===== src/rtl/addsub_pkg.sv =====
// Shared definitions for the pipelined N-bit add/subtract unit: operation
// encodings and a helper that tells the arithmetic core which operations subtract.
package addsub_pkg;

    typedef enum logic [1:0] {
        OP_ADD     = 2'b00,
        OP_SUB     = 2'b01,
        OP_ABSDIFF = 2'b10,
        OP_SUBSAT  = 2'b11
    } op_e;

    // Every mode except ADD computes a - b on the ripple chain.
    function automatic logic op_is_sub(input op_e op);
        return (op != OP_ADD);
    endfunction

endpackage


===== src/rtl/nbit_addsub_core.sv =====
// Combinational N-bit ripple-carry adder/subtractor producing an N+1-bit raw
// result whose MSB is carry-out for add and borrow-out for subtract.
module nbit_addsub_core #(
    parameter int N = 4
) (
    input  logic [N-1:0] a,
    input  logic [N-1:0] b,
    input  logic         sub,
    output logic [N:0]   raw
);

    logic [N-1:0] b_eff;
    logic [N-1:0] sum;

    assign b_eff = b ^ {N{sub}};

    // NOTE: always_comb assigns every output a default first so no path leaves a
    // variable unassigned, which would infer a latch.
    always_comb begin
        logic c;
        sum = '0;
        c   = sub;
        for (int i = 0; i < N; i++) begin
            sum[i] = a[i] ^ b_eff[i] ^ c;
            c      = (a[i] & b_eff[i]) | (c & (a[i] ^ b_eff[i]));
        end
        // a + ~b + 1 carries out exactly when a >= b, so invert to get a borrow.
        raw = {c ^ sub, sum};
    end

endmodule


===== src/rtl/nbit_addsub_pipe.sv =====
// Two-stage valid/ready add/subtract pipeline: stage 1 holds the raw N+1-bit
// result and op, stage 2 holds post-processed y/cb/neg/zero.
module nbit_addsub_pipe
    import addsub_pkg::*;
#(
    parameter int N = 4
) (
    input  logic         clk,
    input  logic         rst,
    input  logic [N-1:0] a,
    input  logic [N-1:0] b,
    input  op_e          op,
    input  logic         in_valid,
    output logic         in_ready,
    output logic [N-1:0] y,
    output logic         cb,
    output logic         neg,
    output logic         zero,
    output logic         out_valid,
    input  logic         out_ready
);

    localparam logic [N-1:0] ONE = {{(N-1){1'b0}}, 1'b1};

    logic         v1_q;
    logic [N:0]   raw_q;
    op_e          op_q;
    logic [N:0]   raw_d;

    logic         v2_q;
    logic [N-1:0] y_q,    y_d;
    logic         cb_q,   cb_d;
    logic         neg_q,  neg_d;
    logic         zero_q, zero_d;

    logic         load2;
    logic         load1;

    assign load2    = !v2_q || out_ready;
    assign load1    = !v1_q || load2;
    assign in_ready = !rst && load1;

    nbit_addsub_core #(.N(N)) u_core (
        .a   (a),
        .b   (b),
        .sub (op_is_sub(op)),
        .raw (raw_d)
    );

    // NOTE: sequential state uses non-blocking assignments so every register
    // samples pre-edge values regardless of process evaluation order.
    always_ff @(posedge clk) begin
        if (rst) begin
            v1_q  <= 1'b0;
            raw_q <= '0;
            op_q  <= OP_ADD;
        end else if (load1) begin
            v1_q  <= in_valid;
            raw_q <= raw_d;
            op_q  <= op;
        end
    end

    always_comb begin
        y_d   = raw_q[N-1:0];
        cb_d  = raw_q[N];
        neg_d = 1'b0;
        case (op_q)
            OP_ADD, OP_SUB: y_d = raw_q[N-1:0];
            OP_ABSDIFF: begin
                // Magnitude of a negative difference always fits in N bits.
                y_d   = raw_q[N] ? (~raw_q[N-1:0] + ONE) : raw_q[N-1:0];
                neg_d = raw_q[N];
            end
            OP_SUBSAT: y_d = raw_q[N] ? '0 : raw_q[N-1:0];
            default:   y_d = raw_q[N-1:0];
        endcase
        zero_d = (y_d == '0);
    end

    // NOTE: result registers are reset too, because y/cb/neg/zero are visible
    // outputs that must read zero straight after reset.
    always_ff @(posedge clk) begin
        if (rst) begin
            v2_q   <= 1'b0;
            y_q    <= '0;
            cb_q   <= 1'b0;
            neg_q  <= 1'b0;
            zero_q <= 1'b0;
        end else if (load2) begin
            v2_q <= v1_q;
            // A bubble only drops out_valid; the previous result stays put.
            if (v1_q) begin
                y_q    <= y_d;
                cb_q   <= cb_d;
                neg_q  <= neg_d;
                zero_q <= zero_d;
            end
        end
    end

    assign y         = y_q;
    assign cb        = cb_q;
    assign neg       = neg_q;
    assign zero      = zero_q;
    assign out_valid = v2_q;

endmodule


===== config.mk =====
export PLATFORM = sky130hd
export DESIGN_NAME = nbit_addsub_pipe
export DESIGN_NICKNAME = d
export VERILOG_FILES = /design/src/rtl/addsub_pkg.sv /design/src/rtl/nbit_addsub_core.sv /design/src/rtl/nbit_addsub_pipe.sv
export SDC_FILE = /design/constraint.sdc
export NUM_CORES = 1
export LEC_CHECK = 0
export ABC_AREA = 1
export CAP_MARGIN = 20
export CORE_ASPECT_RATIO = 0.75
export CORE_MARGIN = 3
export CORE_UTILIZATION = 45
export CTS_BUF_LIST = sky130_fd_sc_hd__clkbuf_16
export DETAILED_ROUTE_END_ITERATION = 12
export DONT_BUFFER_PORTS = 1
export PLACE_DENSITY_LB_ADDON = 0.12
export SETUP_SLACK_MARGIN = 0.2
export SLEW_MARGIN = 40
export SYNTH_ARGS = -nofsm -noshare
export SYNTH_HDL_FRONTEND = slang
export SYNTH_SLANG_ARGS = --single-unit

===== constraint.sdc =====
create_clock -name clk -period 5.2 [get_ports clk]
set_clock_uncertainty 0.2 [all_clocks]
set_input_delay 0.52 -clock clk [delete_from_list [all_inputs] [get_ports clk]]
set_output_delay 0.52 -clock clk [all_outputs]
set_load 0.02 [all_outputs]

# ---- Yosys cells after proc, flatten, opt, wreduce, memory -nomap -nowiden
# Index checks and enable logic that the tools add are counted.
dict set report totals {
  reg_bits 16
  inputBits 14
  out_inout_bits 9
}
dict set report classes {
  add_sub_neg 1
  n_eq_ne 3
  mux 4
  bitwise 23
  reduce_logical 11
}
# operator n
set op_table {}
lappend op_table {{$pmux W4 S3} 1}
lappend op_table {{$xor A1 B1 Y1} 9}
lappend op_table {{$and A1 B1 Y1} 8}
lappend op_table {{$mux W4} 2}
lappend op_table {{$add A4 B1 Y4 const B} 1}
lappend op_table {{$eq A2 B2 Y1 const B} 2}
lappend op_table {{$logic_not A4 Y1} 1}
lappend op_table {{$not A4 Y4} 1}
lappend op_table {{$or A1 B1 Y1} 4}
lappend op_table {{$xor A4 B4 Y4} 1}
lappend op_table {{$logic_not A1 Y1} 3}
lappend op_table {{$eq A2 B1 Y1 const B} 1}
lappend op_table {{$logic_not A2 Y1} 1}
lappend op_table {{$logic_or A1 B1 Y1} 2}
lappend op_table {{$reduce_and A2 Y1} 1}
lappend op_table {{$reduce_bool A2 Y1} 1}
lappend op_table {{$reduce_or A2 Y1} 1}
lappend op_table {{$logic_and A1 B1 Y1} 1}
lappend op_table {{$mux W1} 1}

# ---- Longest topological paths before layout
dict set report logic_depth {
  depth_word 12
  mapped_depth 9
}

# ---- By module
# A second synthesis with hierarchy kept.
dict set report unflattened {
  hier_cells 143
  hier_area_um2 920.9
}
# mod instances cells_per_inst area_each_um2
set by_module_without_submodules {}
lappend by_module_without_submodules {nbit_addsub_pipe 1 110 748.2}
lappend by_module_without_submodules {nbit_addsub_core 1 33 172.7}

# ---- Worst setup path after synthesis
# OpenSTA, ideal clock, no wires.
dict set report synth_path {
  path_kind {in2reg}
  startpoint {input op[1]}
  endpoint {register raw_q[4]}
  setup_ps 120
  arrival_time_ps 2094
  required_ps 4880
  slack_ps 2786
  stages 8
  n_path_buf 0
  path_cell_list {nor2_2 xnor2_1 fa_1 inv_1 fa_1 fa_1 xnor2_1 a21oi_1}
}
dict set report synth_via {
  elab_chain_len 12
}
# element line
set synth_rtl {}
lappend synth_rtl {{from (decl)} nbit_addsub_pipe.sv:12} ;# input op_e op,
lappend synth_rtl {{$reduce_bool A2 Y1 *} addsub_pkg.sv:14} ;# return (op != OP_ADD);
lappend synth_rtl {{$xor A4 B4 Y4} nbit_addsub_core.sv:15} ;# assign b_eff = b ^ {N{sub}};
lappend synth_rtl {{$xor A1 B1 Y1} nbit_addsub_core.sv:25} ;# c = (a[i] & b_eff[i]) | (c & (a[i] ^ b_eff[i]));
lappend synth_rtl {{$and A1 B1 Y1} nbit_addsub_core.sv:25}
lappend synth_rtl {{$or A1 B1 Y1} nbit_addsub_core.sv:25}
lappend synth_rtl {{$and A1 B1 Y1} nbit_addsub_core.sv:25}
lappend synth_rtl {{$or A1 B1 Y1} nbit_addsub_core.sv:25}
lappend synth_rtl {{$and A1 B1 Y1} nbit_addsub_core.sv:25}
lappend synth_rtl {{$or A1 B1 Y1} nbit_addsub_core.sv:25}
lappend synth_rtl {{$and A1 B1 Y1} nbit_addsub_core.sv:25}
lappend synth_rtl {{$or A1 B1 Y1} nbit_addsub_core.sv:25}
lappend synth_rtl {{$xor A1 B1 Y1 *} nbit_addsub_core.sv:28} ;# raw = {c ^ sub, sum};
lappend synth_rtl {{to (signal assigned)} nbit_addsub_pipe.sv:59} ;# raw_q <= raw_d;
lappend synth_rtl {{to (decl)} nbit_addsub_pipe.sv:26} ;# logic [N:0] raw_q;
# Every way passes the cells marked *; elsewhere a longest branch is shown, timed or not.
# A chain may end at the register's enable or synchronous reset.

# ---- Final worst setup path
# Ends and elaborated chain as after synthesis.

==> impl_results.md <==
* Outcome: complete, no violations
* Clock tree buffer depth at 2
* CP Data Required Time at ~5000 ps
* Pre-CTS worst setup slack at roughly 2700 ps
* Slew @ Worst Pin at around 350 ps
* CTS Hold Bufs at 0
* GRT Total Usage at 0.159
* Most used cell, CP: fa_1
* DR pass1 iterations at 4
* Drt drc at 0
* Routed Antenna Nets at 0
* I/O pin cnt at 23
* Antenna violations before repair at 0
* Placement row count at 12
* Largest net degree at the start of global routing at 15
* Startpoint types: input pin
* CTS Root Cell: clkbuf_16
* CTS Buf Count at 3
* Layout cells sized above 1 at 0.132
* Final Max Tran Viols at 0
* Post-CTS Setup Bufs at 0
* DR iter-0 viols at 4
* Synthesized area at 813 sq um
* Routed wire length at 1.57 mm
* Reg clk slew, reported paths at 50 ps
* Crit Path Class: input pin to flip-flop
* Total gr overflow at 0
* Gate count of the mapped netlist at 103
* CTS tree: yes
* Syn Area/Cell at 7.90 sq um
* Crit path cell chain: nor2_2, xnor2_1, fa_1, inv_1, fa_1, fa_1, xnor2_1, a21oi_1
* Final setup viols at 0
* Final RePlAce weighted congestion at around 0.76
* MaxCap Viol Count at 0
* Sink Count at 16
* Chip Height at 42.8 um
* Final worst setup slack at 2950 ps
* Vias per cell at 4.81
* Peak Freq at 0.444 GHz
* Slowest stage cell, crit path: fa_1
* Fin crit share at 0.433
* Clock Power Share at 0.431
* CP endpoint kind: flip-flop
* First-pass GRT wire length at 2.68 mm
* Seq cells post-synth at 16
* PwrDens at ~380 mW/mm^2
* Post-Syn Nets at 121
* Die Width at 55.1 um
* Die Area at about 0.0024 sq mm
* Worst-skew pair later-pin latency at 240 ps
* Clock period minus worst slack at 2250 ps
* PortBufs at 0
* Number of distinct library cells after synthesis at 21
* Worst vdd ir at between 200 and 250 uV
* Initial Util at 0.511
* Vias in the first global route at 615
* Wire per inst at 12.3 um
* Worst path max stage delay at 390 ps
* Static leakage at about 0.0004 uW
* Synth warn at 0
* Setup TNS Final at 0 ps
* Post_cts resized at 0
* Core ar. at around 0.0016 sq mm
* Sequential share of the synthesized area at 0.394
* HP Class: input pin to flip-flop
* Vias post-DR at 611
* Slew HR at 0.765
* Final #Nets at 125
* Post-DP HPWL at 1.19 mm
* P&R area growth vs syn at 12.3%
* Htree depth at 1
* Combinational share of power at 0.140
* RSZ-0062 raised after global routing: false
* CP Max Fanout at 5
* Fin. Hold Viols at 0
* CP Data Arrival Time at 2180 ps
* Sw power at between 80 and 90 uW
* Ant. Diodes at 0
* Reg power frac at 0.429
* Sw frac at 0.258
* Int Pwr at 255 uW
-- cell families (layout without fill, tap and decap cells) --
kind of cell,after synthesis,after routing,synth area share
AOI/OAI and AO/OA,27,27,0.174
xor gates and xnor gates,5,5,0.0539
adders and majority gates,4,4,0.0892
buffers and inverters,15,18,0.0708
DFF,16,16,0.394
and+or+nand+nor,36,36,0.218
-- cells in the mapped netlist --
cell type,instances,area share
o21a_1,1,0.0092
nor2_1,5,0.023
o21ai_1,1,0.0061
nor2_2,2,0.015
nand3_2,1,0.012
buf_2,1,0.0061
dfxtp_1,16,0.39
nand2_4,1,0.014
fa_1,3,0.074
nand2_2,2,0.015
o21ai_0,12,0.074
nand3_1,3,0.018
xor2_1,3,0.032
inv_1,12,0.055
nand2_1,20,0.092
xnor2_1,2,0.022
inv_2,2,0.0092
a21oi_1,12,0.074
ha_1,1,0.015
a21oi_2,1,0.011
nor2_4,2,0.028
-- power groups by stage --
| stage | Combinational [uW] | Clock, uW | Sequential [uW] |
|---|---|---|---|
| final | 48.2 | 148 | 147 |
| after global routing | 56.4 | 160 | 149 |
| after CTS | 48.6 | 152 | 147 |
| after detailed placement | 47.9 | 0 | 150 |
| after global placement | 47.7 | 0 | 150 |
| after floorplan | 40.5 | 0 | 148 |
-- layout make-up --
type	count	area [sq um]
inverters	14	52.6
multi-input cells	72	435
fillers	161	678
flip-flops and latches	16	320
clock buffers	3	75.1
well taps	21	26.3
clock inverters	1	3.75
-- per-stage QoR --
| stage | total power (uW) | instance area [sq um] | utilization | instances | hold slack [ps] |
|---|---|---|---|---|---|
| final | 344 | 913 | 0.574 | 127 | 132 |
| after global routing | 366 | 913 | 0.574 | 127 | 119 |
| after CTS | 348 | 913 | 0.574 | 127 | 128 |
| after detailed placement | 198 | 835 | 0.524 | 123 | 292 |
| after global placement | 197 | 835 | 0.524 | 123 | 290 |
| after floorplan | 189 | 813 | - | 103 | 265 |
-- final timing paths --
kind                                 from  endpoint  slack [ps]  cells past startpoint
worst max-delay path                op[1]  raw_q[4]        2950                      8
worst min-delay path                  rst      zero         130                      1
worst max register to register  out_valid  raw_q[3]        3680                      5
worst min register to register   raw_q[4]        cb         310                      2
-- state kept, by name, indices dropped and copies added, names as in the netlist --
| name | count |
|---|---|
| raw_q | 5 |
| y | 4 |
| op_q | 2 |
| cb | 1 |
| neg | 1 |
| out_valid | 1 |
| v1_q | 1 |
| zero | 1 |
-- per-layer routing --
metal / vias up / routed length, um / track usage
li1: 332 / - / -
met1: 267 / 806 / 0.226
met2: 12 / 683 / 0.224
met3: 0 / 78 / 0.0772
met4: 0 / 0 / 0.0146
met5: - / 0 / 0
-- cells in the final DEF, fill, tap and decap left out --
cell,instances
xor2_1,3
fa_1,3
o21ai_0,12
nand3_1,3
nor2_2,2
nor2_4,2
clkbuf_16,3
ha_1,1
inv_2,2
nand3_2,1
clkinv_1,1
nand2_4,1
o21ai_1,1
o21a_1,1
nand2_1,20
nand2_2,2
nor2_1,5
xnor2_1,2
inv_1,12
a21oi_2,1
dfxtp_1,16
a21oi_1,12
-- worst max-delay path: cells and delay by family --
kind	cells	cell delay, ps
and+or+nand+nor	1	240
xor gates and xnor gates	2	350
buffers and inverters	1	50
AOI/OAI and AO/OA	1	70
adders and majority gates	3	970
Power figures use the tool's default switching activity.
